**src/rtl/pc_fetch_unit.sv**
```systemverilog
`default_nettype none
// ============================================================================
// Module      : pc_fetch_unit
// Description : Program counter and fetch stage in front of a combinational
//               instruction memory. Captures the returned word and its PC
//               into a valid/ready output register, follows branch/jump
//               redirects, stops on ECALL/EBREAK and on misaligned targets.
// Revision    : 1.0 - initial release
// ============================================================================
module pc_fetch_unit #(
    parameter int              ADDR_W   = 8,
    parameter logic [ADDR_W-1:0] RESET_PC = 8'h00
) (
    input  logic              clk,
    input  logic              reset,
    output logic [ADDR_W-1:0] address_out,
    input  logic [31:0]       instruction_in,
    input  logic              redirect_valid,
    input  logic [ADDR_W-1:0] redirect_pc,
    output logic              inst_valid,
    input  logic              inst_ready,
    output logic [31:0]       inst_out,
    output logic [ADDR_W-1:0] pc_out,
    output logic              halted,
    output logic              fault,
    output logic [ADDR_W-1:0] fault_pc,
    output logic [15:0]       fetch_count
);

    localparam logic [2:0]  c_st_boot   = 3'd0;
    localparam logic [2:0]  c_st_run    = 3'd1;
    localparam logic [2:0]  c_st_drain  = 3'd2;
    localparam logic [2:0]  c_st_halted = 3'd3;
    localparam logic [2:0]  c_st_fault  = 3'd4;

    localparam logic [31:0] c_ecall     = 32'h0000_0073;
    localparam logic [31:0] c_ebreak    = 32'h0010_0073;
    localparam logic [15:0] c_count_max = 16'hFFFF;

    logic [2:0]        r_state;
    logic [2:0]        w_next_state;
    logic [ADDR_W-1:0] r_pc;
    logic [31:0]       r_inst;
    logic [ADDR_W-1:0] r_inst_pc;
    logic              r_inst_valid;
    logic              r_halted;
    logic              r_fault;
    logic [ADDR_W-1:0] r_fault_pc;
    logic [15:0]       r_fetch_count;

    logic w_cap;
    logic w_accept;
    logic w_is_sys;
    logic w_redir_aligned;
    logic w_redir_active;

    // The output register may load when empty or when being drained this cycle
    assign w_cap           = !r_inst_valid || inst_ready;
    assign w_accept        = r_inst_valid && inst_ready;
    assign w_is_sys        = (instruction_in == c_ecall) || (instruction_in == c_ebreak);
    assign w_redir_aligned = (redirect_pc[1:0] == 2'b00);
    // Redirects are honoured only while fetch is live
    assign w_redir_active  = redirect_valid && ((r_state == c_st_run) || (r_state == c_st_drain));

    // State register
    always_ff @(posedge clk) begin
        if (reset) begin
            r_state <= c_st_boot;
        end else begin
            r_state <= w_next_state;
        end
    end

    // Next-state logic; redirect outranks capture, stall and drain completion
    always_comb begin
        w_next_state = r_state;
        case (r_state)
            c_st_boot: begin
                w_next_state = c_st_run;
            end
            c_st_run: begin
                if (w_redir_active) begin
                    w_next_state = w_redir_aligned ? c_st_run : c_st_fault;
                end else if (w_cap && w_is_sys) begin
                    w_next_state = c_st_drain;
                end
            end
            c_st_drain: begin
                if (w_redir_active) begin
                    w_next_state = w_redir_aligned ? c_st_run : c_st_fault;
                end else if (w_accept) begin
                    w_next_state = c_st_halted;
                end
            end
            c_st_halted: begin
                w_next_state = c_st_halted;
            end
            c_st_fault: begin
                w_next_state = c_st_fault;
            end
            default: begin
                w_next_state = c_st_boot;
            end
        endcase
    end

    // PC, output register and sticky status flags
    always_ff @(posedge clk) begin
        if (reset) begin
            r_pc         <= RESET_PC;
            r_inst       <= 32'h0;
            r_inst_pc    <= '0;
            r_inst_valid <= 1'b0;
            r_halted     <= 1'b0;
            r_fault      <= 1'b0;
            r_fault_pc   <= '0;
        end else if (w_redir_active) begin
            // Any instruction still sitting in the output register is dropped
            r_inst_valid <= 1'b0;
            if (w_redir_aligned) begin
                r_pc <= redirect_pc;
            end else begin
                r_fault    <= 1'b1;
                r_fault_pc <= redirect_pc;
            end
        end else if (r_state == c_st_run) begin
            if (w_cap) begin
                r_inst       <= instruction_in;
                r_inst_pc    <= r_pc;
                r_inst_valid <= 1'b1;
                // A system instruction freezes the PC on itself
                if (!w_is_sys) begin
                    r_pc <= r_pc + ADDR_W'(4);
                end
            end
        end else if (r_state == c_st_drain) begin
            if (w_accept) begin
                r_inst_valid <= 1'b0;
                r_halted     <= 1'b1;
            end
        end
    end

    // Saturating count of decoder handshakes, redirect cycles included
    always_ff @(posedge clk) begin
        if (reset) begin
            r_fetch_count <= 16'h0;
        end else if (w_accept && (r_fetch_count != c_count_max)) begin
            r_fetch_count <= r_fetch_count + 16'd1;
        end
    end

    assign address_out = r_pc;
    assign inst_valid  = r_inst_valid;
    assign inst_out    = r_inst;
    assign pc_out      = r_inst_pc;
    assign halted      = r_halted;
    assign fault       = r_fault;
    assign fault_pc    = r_fault_pc;
    assign fetch_count = r_fetch_count;

endmodule
`default_nettype wire

```
**config.mk**
```make
export PLATFORM = sky130hd
export DESIGN_NAME = pc_fetch_unit
export DESIGN_NICKNAME = d
export VERILOG_FILES = /design/src/rtl/pc_fetch_unit.sv
export SDC_FILE = /design/constraint.sdc
export NUM_CORES = 1
export LEC_CHECK = 0
export CAP_MARGIN = 20
export CORE_ASPECT_RATIO = 1.25
export CORE_UTILIZATION = 45
export CTS_CLUSTER_DIAMETER = 60
export DETAILED_ROUTE_END_ITERATION = 12
export PLACE_DENSITY_LB_ADDON = 0.2
export SETUP_SLACK_MARGIN = 0.4
export SLEW_MARGIN = 20
export SYNTH_ARGS = -nofsm -noshare
export SYNTH_HDL_FRONTEND = slang
export SYNTH_SLANG_ARGS = --single-unit
```
**constraint.sdc**
```tcl
create_clock -name clk -period 4.05 [get_ports clk]
set_input_delay 1.0125 -clock clk [delete_from_list [all_inputs] [get_ports clk]]
set_output_delay 1.0125 -clock clk [all_outputs]
set_load 0.05 [all_outputs]
```
; ---- After elaboration in Yosys (flattened, before gate mapping)
; Index checks and enable logic that the tools add are counted.
[op_classes]
reduce_logical = 21
n_bitwise = 3
n_mux = 15
n_addsub = 2
n_eq_ne = 12
[op_table]
columns = op, count
row1 = 8-bit 2-to-1 mux, 5
row2 = 32-bit by 21-bit == test with 1-bit output (second input constant), 1
row3 = 32-bit by 7-bit == test with 1-bit output (second input constant), 1
row4 = 16-bit by 1-bit adder with 16-bit output (second input constant), 1
row5 = 16-bit != test (second input constant), 1
row6 = 3-bit 2-to-1 mux, 5
row7 = 3-bit one-hot mux with 5 select lines, 1
row8 = 8-bit by 3-bit adder with 8-bit output (second input constant), 1
row9 = 4-bit AND reduction, 2
row10 = 2-bit nonzero test, 4
row11 = 3-bit by 2-bit == test with 1-bit output (second input constant), 2
row12 = 3-bit != test (second input constant), 2
row13 = 3-bit AND reduction, 2
row14 = 1-bit logical AND, 4
row15 = 1-bit 2-to-1 mux, 4
row16 = 2-bit != test (second input constant), 2
row17 = 2-bit AND reduction, 2
row18 = 3-bit by 1-bit == test with 1-bit output (second input constant), 1
row19 = 3-bit == test (second input constant), 1
row20 = 3-bit logical NOT, 1
row21 = 1-bit logical OR, 3
row22 = 1-bit inverter, 3
row23 = 2-bit logical NOT, 1
row24 = 2-bit by 1-bit != test with 1-bit output (second input constant), 1
row25 = 2 further kinds, 2
[totals]
inputBits = 44
elab_cells = 62
output_inout_bits = 75
reg_bits = 78

; ---- Longest topological paths before layout
[depth]
depth_word = 6
depth_mapped = 8
mapped_depth_nobuf = 6

; ---- Worst setup path before layout
; OpenSTA, ideal clock, no wires.
[synth_timing]
kind = in2reg
start = input port redirect_valid
end = register r_pc[4], in the netlist address_out[4]
path_slack_ps = 1743
t_required_ps = 3983
path_stages = 7
n_path_buf = 2
arrival_time_ps = 2240
cell_sequence = or4b_4 > nor2b_1 > buf_4 > o21ai_2 > buf_6 > a211o_1 > a21oi_2
[synth_between]
elab_chain_len = 3
[synth_rtl]
columns = element, line_no
row1 = "start, declared", 18  ; input logic redirect_valid,
row2 = 1-bit logical AND (*), 63  ; assign w_redir_active = redirect_valid && ((r_state == c_st_run) || (r_state == c_st_drain));
row3 = "2-bit != test (no source line), or another cell as far along", -
row4 = 4-bit AND reduction (no source line), -
row5 = "end signal, assigned", 121  ; r_pc <= redirect_pc;
row6 = "end signal, assigned", 133  ; r_pc <= r_pc + ADDR_W'(4);
row7 = "end, declared", 42  ; logic [ADDR_W-1:0] r_pc;
; Every way passes the cells marked *; elsewhere a longest branch is shown, timed or not.
; A chain may end at the register's enable or synchronous reset.

; ---- Final worst setup path
[layout_timing]
start = register r_pc[4], in the netlist address_out[4]
end = output port address_out[4]
[layout_rtl]
columns = element, line_no
row1 = "end, declared", 16  ; output logic [ADDR_W-1:0] address_out,
; No word-level cell between the ends.

==> impl_metrics.toml <==
[timing]
rsz0062_at_grt = "false"
hold_violations = 0
tns_ns = 0
fin_crit_sh_pct = 66.3
finalSetupViolCount = 0
timing.final.max_slew_violations = 0
skew_ns = 0.00705
final.min_clock_period_ns = 2.69
fin_ws_ns = 1.36
tightest_slew_ns = 0.834
timing.slew.headroom_pct = 43.6
max_freq_ghz = 0.372

[floorplan]
die_h_um = 97.5
start_util_pct = 46.7
rows = 34
fp.dieW_um = 78.4
core-area_mm2 = 0.00702
ios = 119
dieArea_mm2 = 0.00764

[layout]
final_cell_mix = "clkdlybuf4s50_1 (117), nand2_1 (98), dfxtp_1 (78)"
n_antenna_cell = 0
drive_above_1_share_pct = 5.62
synthToLayoutAreaGrowth_pct = 42.7
design_area_mm2 = 0.00468
final_common_cell = "clkdlybuf4s50_1"
nets = 557
utilization_pct = 66.7

[synthesis]
synthFlopType = "dfxtp_1"
syn-cell-area_mm2 = 0.00328
yosysSeqAreaShare_pct = 47.6
yosysWarnings = 0
synth.distinct_cells = 46
synth-seq-cells = 78
synthArstFlopShare_pct = 0
synth_edf_count = 0
syn_nets = 449
synth_cells = 403
syn_area_per_cell_um2 = 8.14

[critical_path]
path_delay_family = "buffers and inverters"
required_ns = 3.04
worst_setup_path_start_kind = "flop"
cp_cell_sequence = "clkdlybuf4s50_1"
slowest_stage = "clkdlybuf4s50_1"
max_stage_delay_ns = 0.86
cp_max_fo = 7
critical_path_class = "flop to output port"
crit_arrival_ns = 1.67
critPathBufInv = 1
cp-end-kind = "output port"

[clocking]
ctsHoldBuffers = 0
postCtsSetupBuffers = 0
cts.path.max_buffers = 2
cts_tree = "yes"
clock_latency_ns = 0.35
numCtsBuffers = 9
cts-root-buf = "clkbuf_8"
htreeDepth = 3
clk_pin_slew_ns = 0.08
post_cts_resized = 0
clkSinkCount = 78

[pwr]
p_per_area_mw_per_mm2 = 399
peakVddDrop_v = 0.000243
p_leak_uw = 0.00165
p_total_uw = 1870

[routing]
drtPass1Iterations = 4
antenna_left = 0
vias = 3087
drt_wl_total_um = 7940
vias_per_cell = 5.09
drc = 0
routedWlPerCell_um = 13.1
drt_iter0_drc = 79

[global_route]
grt_usage_pct = 21.6
grt_first_pass_wirelength_um = 13000
grt_pass1_vias = 2831
grt_start_max_net_pins = 50
antenna_found_initial = 0
grt-ovfl-total = 0

[run]
drv_cap = 0

[placed_design]
gp_congestion = 0.824
dp_hpwl_um = 5530
dp_worst_setup_slack_ns = 1.10
portBuffers = 118
placed_cell_area_mm2 = 0.00448

[min_path]
holdCritPathClass = "flop to flop"

[outcome]
status = "finished clean"
report_power, final:
| part | leakage [µW] | total (µW) | internal [µW] | switching [µW] |
|---|---|---|---|---|
| Clock | 0.0000955 | 584 | 302 | 282 |
| Combinational | 0.000917 | 434 | 162 | 272 |
| Sequential | 0.000633 | 849 | 811 | 38.0 |
| Total | 0.00165 | 1870 | 1270 | 592 |
tightest hold or removal path, stage by stage, from the launching register on:
cell     delay, ns
dfxtp_1       0.31
nand2_1       0.05
a21oi_1       0.05
stage by stage:
step                      cells  hold slack (ns)
after detailed placement    590            0.446
after CTS                   606            0.456
after global routing        606            0.479
after floorplan             403            0.495
after global placement      590            0.441
final                       606            0.453
final cells by class:
| cell class | instances | area, µm² |
|---|---|---|
| inverter | 4 | 15.0 |
| sequential | 78 | 1560 |
| multi-input combinational | 296 | 1590 |
| fill | 652 | 2340 |
| timing repair buffer | 122 | 1210 |
| clock inverter | 5 | 58.8 |
| clock buffer | 11 | 141 |
| tap | 90 | 113 |
kinds of logic after synthesis:
family | Yosys count | synth area share, %
AO/OA/AOI/OAI | 78 | 13.6
XOR/XNOR | 18 | 4.81
adder cells (fa/ha/maj) | 3 | 1.07
buffers and inverters | 29 | 4.12
flip-flops | 78 | 47.6
multiplexers | 9 | 2.82
AND/OR/NAND/NOR | 188 | 26.0
routing by layer:
layer,global-route usage (%),vias up,wire (µm)
li1,-,1586,-
met1,26.7,1400,3510
met2,35.6,87,3870
met3,3.47,14,391
met4,11.4,0,169
met5,0,-,0
Yosys cell counts, drive strengths merged, types with 2 or more instances:
cell    number  area (µm²)
dfxtp       78        1560
and3         6        37.5
mux2         2        22.5
nor2        34         128
nor3         3        15.0
nor4         8        50.1
a211oi       3        22.5
a31oi        3        18.8
and2         3        18.8
buf         11        67.6
nand2       98         368
nand4        6        37.5
clkbuf      14        52.6
inv          4        15.0
a21oi       58         294
mux2i        7        70.1
xor2         3        26.3
ha           2        25.0
nand3       13        65.1
a311oi       2        17.5
nor4b        2        17.5
nor2b        3        18.8
xnor2       15         131
nor4bb       2        20.0
nand2b       4        25.0
o21ai        4        27.5
worst paths after layout:
| kind | slack [ns] | cells after the start | end | from |
|---|---|---|---|---|
| max | 1.36 | 1 | address_out[4] | address_out[4] |
| min | 0.45 | 2 | inst_out[23] | inst_out[23] |
| max reg2reg | 1.82 | 5 | fetch_count[9] | fetch_count[3] |
| min reg2reg | 0.45 | 2 | inst_out[23] | inst_out[23] |
registers in the layout, indices dropped and copies added (netlist names):
| signal | flops |
|---|---|
| inst_out | 32 |
| fetch_count | 16 |
| address_out | 8 |
| fault_pc | 8 |
| pc_out | 8 |
| r_state | 3 |
| fault | 1 |
| halted | 1 |
| inst_valid | 1 |
(Power assumes the default switching activity.)
